--- src/rtl/mux8_rr_arbiter_if.sv ---
// Bus between the eight-requester bank and the round-robin arbiter driving the shared 8:1 mux.
// Debug taps expose FSM state, fairness pointer and hold counter for checkers.
interface mux8_rr_arbiter_if #(
  parameter int CNT_W = 4
);
  // Handshake: requester k holds req[k] until it sees gnt[k] and has finished, then drops
  // req[k]. gnt/sel/busy are registered; y is only meaningful while busy=1.
  logic             en;
  logic [7:0]       req;
  logic [7:0]       din;
  logic [7:0]       gnt;
  logic [2:0]       sel;
  logic             busy;
  logic             y;
  logic             dbg_state;
  logic [2:0]       dbg_ptr;
  logic [CNT_W-1:0] dbg_hold_cnt;

  modport master (
    output en, req, din,
    input  gnt, sel, busy, y, dbg_state, dbg_ptr, dbg_hold_cnt
  );

  modport slave (
    input  en, req, din,
    output gnt, sel, busy, y, dbg_state, dbg_ptr, dbg_hold_cnt
  );
endinterface

--- src/rtl/mux8_rr_arbiter.sv ---
// Round-robin arbiter sharing one 8:1 single-bit mux path between eight requesters.
// Grants are registered; a release re-arbitrates in the same cycle so there is no idle bubble.
module mux8_rr_arbiter #(
  parameter int MAX_HOLD = 8,
  parameter int CNT_W    = 4
) (
  input logic              clk,
  input logic              rst,
  mux8_rr_arbiter_if.slave bus
);
  typedef enum logic {
    S_IDLE  = 1'b0,
    S_GRANT = 1'b1
  } state_e;

  localparam int               HOLD_LAST_I = (MAX_HOLD == 0) ? 0 : MAX_HOLD - 1;
  localparam logic [CNT_W-1:0] HOLD_LAST   = CNT_W'(HOLD_LAST_I);
  localparam logic [CNT_W-1:0] CNT_MAX     = '1;

  state_e           state_q, state_d;
  logic [7:0]       gnt_q, gnt_d;
  logic [2:0]       sel_q, sel_d;
  logic [2:0]       ptr_q, ptr_d;
  logic             busy_q, busy_d;
  logic [CNT_W-1:0] hold_cnt_q, hold_cnt_d;

  logic [2:0] search_base;
  logic [2:0] pick;
  logic [2:0] idx;
  logic       found;
  logic       release_now;

  // While granted the base is sel+1, so the current holder is scanned last.
  always_comb begin
    search_base = (state_q == S_GRANT) ? sel_q + 3'd1 : ptr_q;
    found       = 1'b0;
    pick        = search_base;
    idx         = '0;
    for (int i = 0; i < 8; i++) begin
      idx = search_base + 3'(i);
      if (!found && bus.req[idx]) begin
        found = 1'b1;
        pick  = idx;
      end
    end
  end

  always_comb begin
    release_now = (state_q == S_GRANT) &&
                  (!bus.req[sel_q] || ((MAX_HOLD != 0) && (hold_cnt_q == HOLD_LAST)));
  end

  always_comb begin
    state_d    = state_q;
    gnt_d      = gnt_q;
    sel_d      = sel_q;
    ptr_d      = ptr_q;
    busy_d     = busy_q;
    hold_cnt_d = hold_cnt_q;
    case (state_q)
      S_IDLE: begin
        if (bus.en && found) begin
          state_d    = S_GRANT;
          gnt_d      = 8'd1 << pick;
          sel_d      = pick;
          busy_d     = 1'b1;
          hold_cnt_d = '0;
        end
      end
      S_GRANT: begin
        if (release_now) begin
          ptr_d = sel_q + 3'd1;
          if (bus.en && found) begin
            gnt_d      = 8'd1 << pick;
            sel_d      = pick;
            hold_cnt_d = '0;
          end else begin
            state_d = S_IDLE;
            gnt_d   = '0;
            busy_d  = 1'b0;
          end
        end else if (hold_cnt_q != CNT_MAX) begin
          hold_cnt_d = hold_cnt_q + 1'b1;
        end
      end
      default: state_d = S_IDLE;
    endcase
  end

  always_ff @(posedge clk) begin
    if (rst) begin
      state_q    <= S_IDLE;
      gnt_q      <= '0;
      sel_q      <= '0;
      ptr_q      <= '0;
      busy_q     <= 1'b0;
      hold_cnt_q <= '0;
    end else begin
      state_q    <= state_d;
      gnt_q      <= gnt_d;
      sel_q      <= sel_d;
      ptr_q      <= ptr_d;
      busy_q     <= busy_d;
      hold_cnt_q <= hold_cnt_d;
    end
  end

  assign bus.gnt          = gnt_q;
  assign bus.sel          = sel_q;
  assign bus.busy         = busy_q;
  assign bus.y            = busy_q ? bus.din[sel_q] : 1'b0;
  assign bus.dbg_state    = state_q;
  assign bus.dbg_ptr      = ptr_q;
  assign bus.dbg_hold_cnt = hold_cnt_q;
endmodule

--- src/flat_wrapper.sv ---
// flat-port wrapper written by rule: the top's interface ports become plain ports
module mux8_rr_arbiter_flat 
#(
  parameter int MAX_HOLD = 8,
  parameter int CNT_W    = 4
)
  (clk, rst, bus_en, bus_req, bus_din, bus_gnt, bus_sel, bus_busy, bus_y, bus_dbg_state, bus_dbg_ptr, bus_dbg_hold_cnt);
  mux8_rr_arbiter_if #(.CNT_W(CNT_W)) bus_i ();
  input logic clk;
  input logic rst;
  input wire logic [$bits(bus_i.en)-1:0] bus_en;
  input wire logic [$bits(bus_i.req)-1:0] bus_req;
  input wire logic [$bits(bus_i.din)-1:0] bus_din;
  output wire logic [$bits(bus_i.gnt)-1:0] bus_gnt;
  output wire logic [$bits(bus_i.sel)-1:0] bus_sel;
  output wire logic [$bits(bus_i.busy)-1:0] bus_busy;
  output wire logic [$bits(bus_i.y)-1:0] bus_y;
  output wire logic [$bits(bus_i.dbg_state)-1:0] bus_dbg_state;
  output wire logic [$bits(bus_i.dbg_ptr)-1:0] bus_dbg_ptr;
  output wire logic [$bits(bus_i.dbg_hold_cnt)-1:0] bus_dbg_hold_cnt;
  assign bus_i.en = bus_en;
  assign bus_i.req = bus_req;
  assign bus_i.din = bus_din;
  assign bus_gnt = bus_i.gnt;
  assign bus_sel = bus_i.sel;
  assign bus_busy = bus_i.busy;
  assign bus_y = bus_i.y;
  assign bus_dbg_state = bus_i.dbg_state;
  assign bus_dbg_ptr = bus_i.dbg_ptr;
  assign bus_dbg_hold_cnt = bus_i.dbg_hold_cnt;
  mux8_rr_arbiter #(.MAX_HOLD(MAX_HOLD), .CNT_W(CNT_W)) u_core (.clk(clk), .rst(rst), .bus(bus_i));
endmodule
--- config.mk ---
export PLATFORM = sky130hd
export DESIGN_NAME = mux8_rr_arbiter_flat
export DESIGN_NICKNAME = d
export VERILOG_FILES = /design/src/rtl/mux8_rr_arbiter_if.sv /design/src/rtl/mux8_rr_arbiter.sv /design/src/flat_wrapper.sv
export SDC_FILE = /design/constraint.sdc
export NUM_CORES = 1
export LEC_CHECK = 0
export CAP_MARGIN = 15
export CELL_PAD_IN_SITES_DETAIL_PLACEMENT = 0
export CELL_PAD_IN_SITES_GLOBAL_PLACEMENT = 1
export CORE_UTILIZATION = 48
export CTS_BUF_LIST = sky130_fd_sc_hd__clkbuf_8
export DETAILED_ROUTE_END_ITERATION = 7
export DONT_BUFFER_PORTS = 1
export GPL_TIMING_DRIVEN = 0
export PLACE_DENSITY = 0.81
export SLEW_MARGIN = 40
export SYNTH_ARGS = -nofsm -noshare
export SYNTH_HDL_FRONTEND = slang
export SYNTH_SLANG_ARGS = --single-unit
--- constraint.sdc ---
create_clock -name clk -period 4.9 [get_ports clk]
set_clock_uncertainty 0.15 [all_clocks]
set_input_delay 0.245 -clock clk [delete_from_list [all_inputs] [get_ports clk]]
set_output_delay 0.245 -clock clk [all_outputs]
set_load 0.01 [all_outputs]
==> summary.txt <==
GRT
  – Initial antenna violation count: 0
  – First-pass GRT wire length: slightly below 9000 microns
  – Vias in the first global route: about 1,800
  – Largest net degree at the start of global routing: 18
  – GRT overflow: 0
  – GRT Overall Usage: between 20 and 25%

Detailed routing
  – DR iter-0 viols: approximately 260
  – Drt drc: 0
  – Antenna viol nets, final: 0
  – Pre-Repair DR Iteration Count: 4
  – Via count: 1,982
  – Post-Route WL: around 5600 microns
  – Drt via density: approximately 6.6
  – WL per Instance: around 19 microns

Synth
  – Dominant synthesized flop cell: dfxtp_1
  – Ys Warns: 0
  – Top cell type's share of synthesized area: about a fifth
  – Ys async rst share: 0%
  – Synth top area cells: dfxtp_1 (19%), mux4_2 (6.5%), mux2i_1 (6.3%)
  – Yosys cell types: 66
  – Cell Area, Synth: slightly above 2000 sq um
  – FF+latch count, synth: 20
  – Syn Inst Count: roughly 250
  – Syn Area/Cell: around 8.4 sq um
  – Net Count, Synth: 272
  – Post-synth EDFFs: 0
  – Sequential area share after synthesis: between 15 and 20%
  – Synth area leader: dfxtp_1

Setup path
  – CP Launch Type: flip-flop
  – Crit path buf inv count: 2
  – Critical path required time: around 5 ns
  – CP Cell Sequence: ha_1 > mux2_2 > clkinv_2 > ha_1 > clkbuf_1 > mux2i_1 > o21ai_0 > o211ai_1 > o21a_2 > o21ai_0 > a221o_1 > a2111oi_4 > and4bb_1 > a22o_1
  – Arrival time worst endpoint: between 4 and 5 ns
  – WS Path Type: reg2reg
  – Slowest cell delay on critical path: around 0.45 ns
  – Crit. End Element: flip-flop
  – Crit-path leading delay family: compound AO/OA/AOI/OAI gates
  – Reg2reg setup slack: about 0.34 ns
  – Worst path slowest cell: a2111oi_4
  – CP max FO: 17

CTS
  – Clock sink count: 20
  – H-tree levels: 1
  – Num CTS Buffers: 3
  – Hold buffer count at cts: 0
  – Setup Fix Bufs, Post-CTS: 0
  – CTS tree: done
  – Worst-case clock buffer depth: 2
  – CTS clk-pin slew, worst paths: roughly 0.07 ns
  – Root buffer cell: clkbuf_8
  – Worst-Skew Late Latency: approximately 0.25 ns

Layout
  – Commonest non-fill, non-tap cell in the layout: nor2_1
  – Final instance area: between 2000 and 2500 sq um
  – Layout area overhead: 6.979%
  – Final Non-Filler Cells: 302
  – Layout cell share with drive strength beyond 1: between 10% and 20%
  – Antenna Cells: 0
  – Most frequent cells in the layout: nor2_1 (23), nand2_1 (21), dfxtp_1 (20), nand3_1 (16), a21oi_1 (14)
  – Nets: approximately 280

STA
  – RSZ-0062 raised after global routing: false
  – Sum Neg Setup Slack: 0 ns
  – Fin. max-slew vios: 0
  – Final Cycle Share: roughly 93%
  – Crit path time final: between 4 and 5 ns
  – Max Freq: around 220 MHz
  – Count of final setup violators: 0
  – Final Hold Fails: 0
  – Worst slew margin: between 50% and 60%
  – Slew @ Worst Pin: 0.6351 ns

Power
  – Sw power: roughly 0.50 mW
  – Maximum VDD drop: 232.3 uV
  – Total power: 1.072 mW
  – Switching share of power: 46.34%
  – Internal power: roughly 0.58 mW
  – Clock power frac: 15.0%
  – Combinational Power Share: approximately 64%
  – Register share of total power: between 20% and 30%
  – Pwr/cell area: between 400 and 500 nW/um^2
  – Pleak: roughly 0.84 nW

Placement
  – I/O Buffers: 0
  – Placed Area: between 2000 and 2500 sq um
  – Placed Instances: 299
  – Post-DP HPWL: ~4200 microns
  – GPL Wtd Cong: around 0.9

Floorplan
  – Die width: 67.82 microns
  – Io pins: 40
  – Die H: around 68 microns
  – Core Box Area: a little over 4000 sq um
  – Standard-cell rows: 23
  – Die Area: roughly 4600 sq um
  – Initial Util: 50.89%

Status
  – Outcome: completed

Min path
  – HP Class: in2reg

Flow run
  – Max cap viols: 0
## power by group through the flow
stage / combinational (mW) / sequential, mW / clock [mW]
final: 0.686 / 0.225 / 0.161
after global routing: 0.750 / 0.230 / 0.175
after CTS: 0.677 / 0.226 / 0.165
after detailed placement: 0.664 / 0.230 / 0
after global placement: 0.668 / 0.229 / 0
after floorplan: 0.543 / 0.222 / 0
## routing by layer
metal / part of all wire [%] / wire length, microns / track usage (%)
met4: 0 / 0 / 1.563
met3: 7.9 / 442 / 5.167
met5: 0 / 0 / 0
met1: 48 / 2661 / 36.44
met2: 45 / 2491 / 38.74
## flip-flops by register name, indices dropped and copies added, names as in the netlist
signal / cells
u_core.bus.dbg_state: 1
u_core.bus.sel: 3
u_core.bus.dbg_ptr: 3
u_core.bus.dbg_hold_cnt: 4
u_core.bus.gnt: 8
u_core.bus.busy: 1
## cell families (layout without fill, tap and decap cells)
| family | after synthesis | in the layout | share of synthesized area [%] |
|---|---|---|---|
| adders and majority gates | 4 | 4 | 2.407 |
| AOI/OAI and AO/OA | 75 | 75 | 27.44 |
| muxes | 26 | 26 | 17.81 |
| DFF | 20 | 20 | 19.25 |
| buffers and inverters | 20 | 23 | 5.114 |
| xor gates and xnor gates | 6 | 6 | 2.889 |
| and+or+nand+nor | 98 | 98 | 25.09 |
## cells in the mapped netlist (all sizes together), types with 2 or more instances
cell type / count
nand3: 16
ha: 4
nor2: 24
o221ai: 2
nand2b: 2
dfxtp: 20
nor2b: 6
o21ai: 11
o31ai: 3
buf: 9
a32oi: 2
xor2: 3
nor4: 5
a32o: 5
a211o: 2
a22o: 2
mux4: 7
nand4: 2
a211oi: 13
o2bb2ai: 2
mux2: 5
nand2: 22
o21a: 2
clkbuf: 3
xnor2: 3
o211ai: 4
and2: 4
and3: 4
mux2i: 14
nor3: 5
inv: 7
a21oi: 14
## worst reg2reg max path, cell delays in order (launching register included)
cell and delay (ns):
dfxtp_1 0.42, ha_1 0.39, mux2_2 0.19, clkinv_2 0.21, ha_1 0.35, clkbuf_1 0.30, mux2i_1 0.22, o21ai_0 0.15
o211ai_1 0.25, o21a_2 0.31, o21ai_0 0.21, a221o_1 0.37, a2111oi_4 0.45, and4bb_1 0.29, a22o_1 0.20
## path summary, 6_finish.rpt
| kind | startpoint | to | depth (start not counted) |
|---|---|---|---|
| setup / recovery | u_core.bus.sel[1] | u_core.bus.gnt[7] | 14 |
| hold / removal | rst | u_core.bus.gnt[6] | 3 |
| setup reg to reg | u_core.bus.sel[1] | u_core.bus.gnt[7] | 14 |
| hold reg to reg | u_core.bus.gnt[6] | u_core.bus.gnt[6] | 2 |
## through the flow
stage	setup WS, ns	hold WS [ns]	util, %
6_report	0.3383	0.1039	54.44
2_1_floorplan	0.5286	0.3273	-
3_3_place_gp	-0.3671	0.3459	52.42
5_1_grt	0.01695	0.09920	54.44
3_5_place_dp	-0.2537	0.3522	52.42
4_1_cts	0.1886	0.09131	54.41
## repair_timing
action,4_1_cts,5_1_grt
pin swaps,0,0
resized for setup,2,2
setup endpoints to repair,8,2
## final cells by class
cell class	count	area, sq um
clock inverters	1	30.03
clock buffers	3	41.29
fillers	403	1862
well taps	50	62.56
inverters	8	31.28
flip-flops and latches	20	400.4
multi-input cells	209	1587
plain buffers	11	72.57
Power figures use the tool's default switching activity.
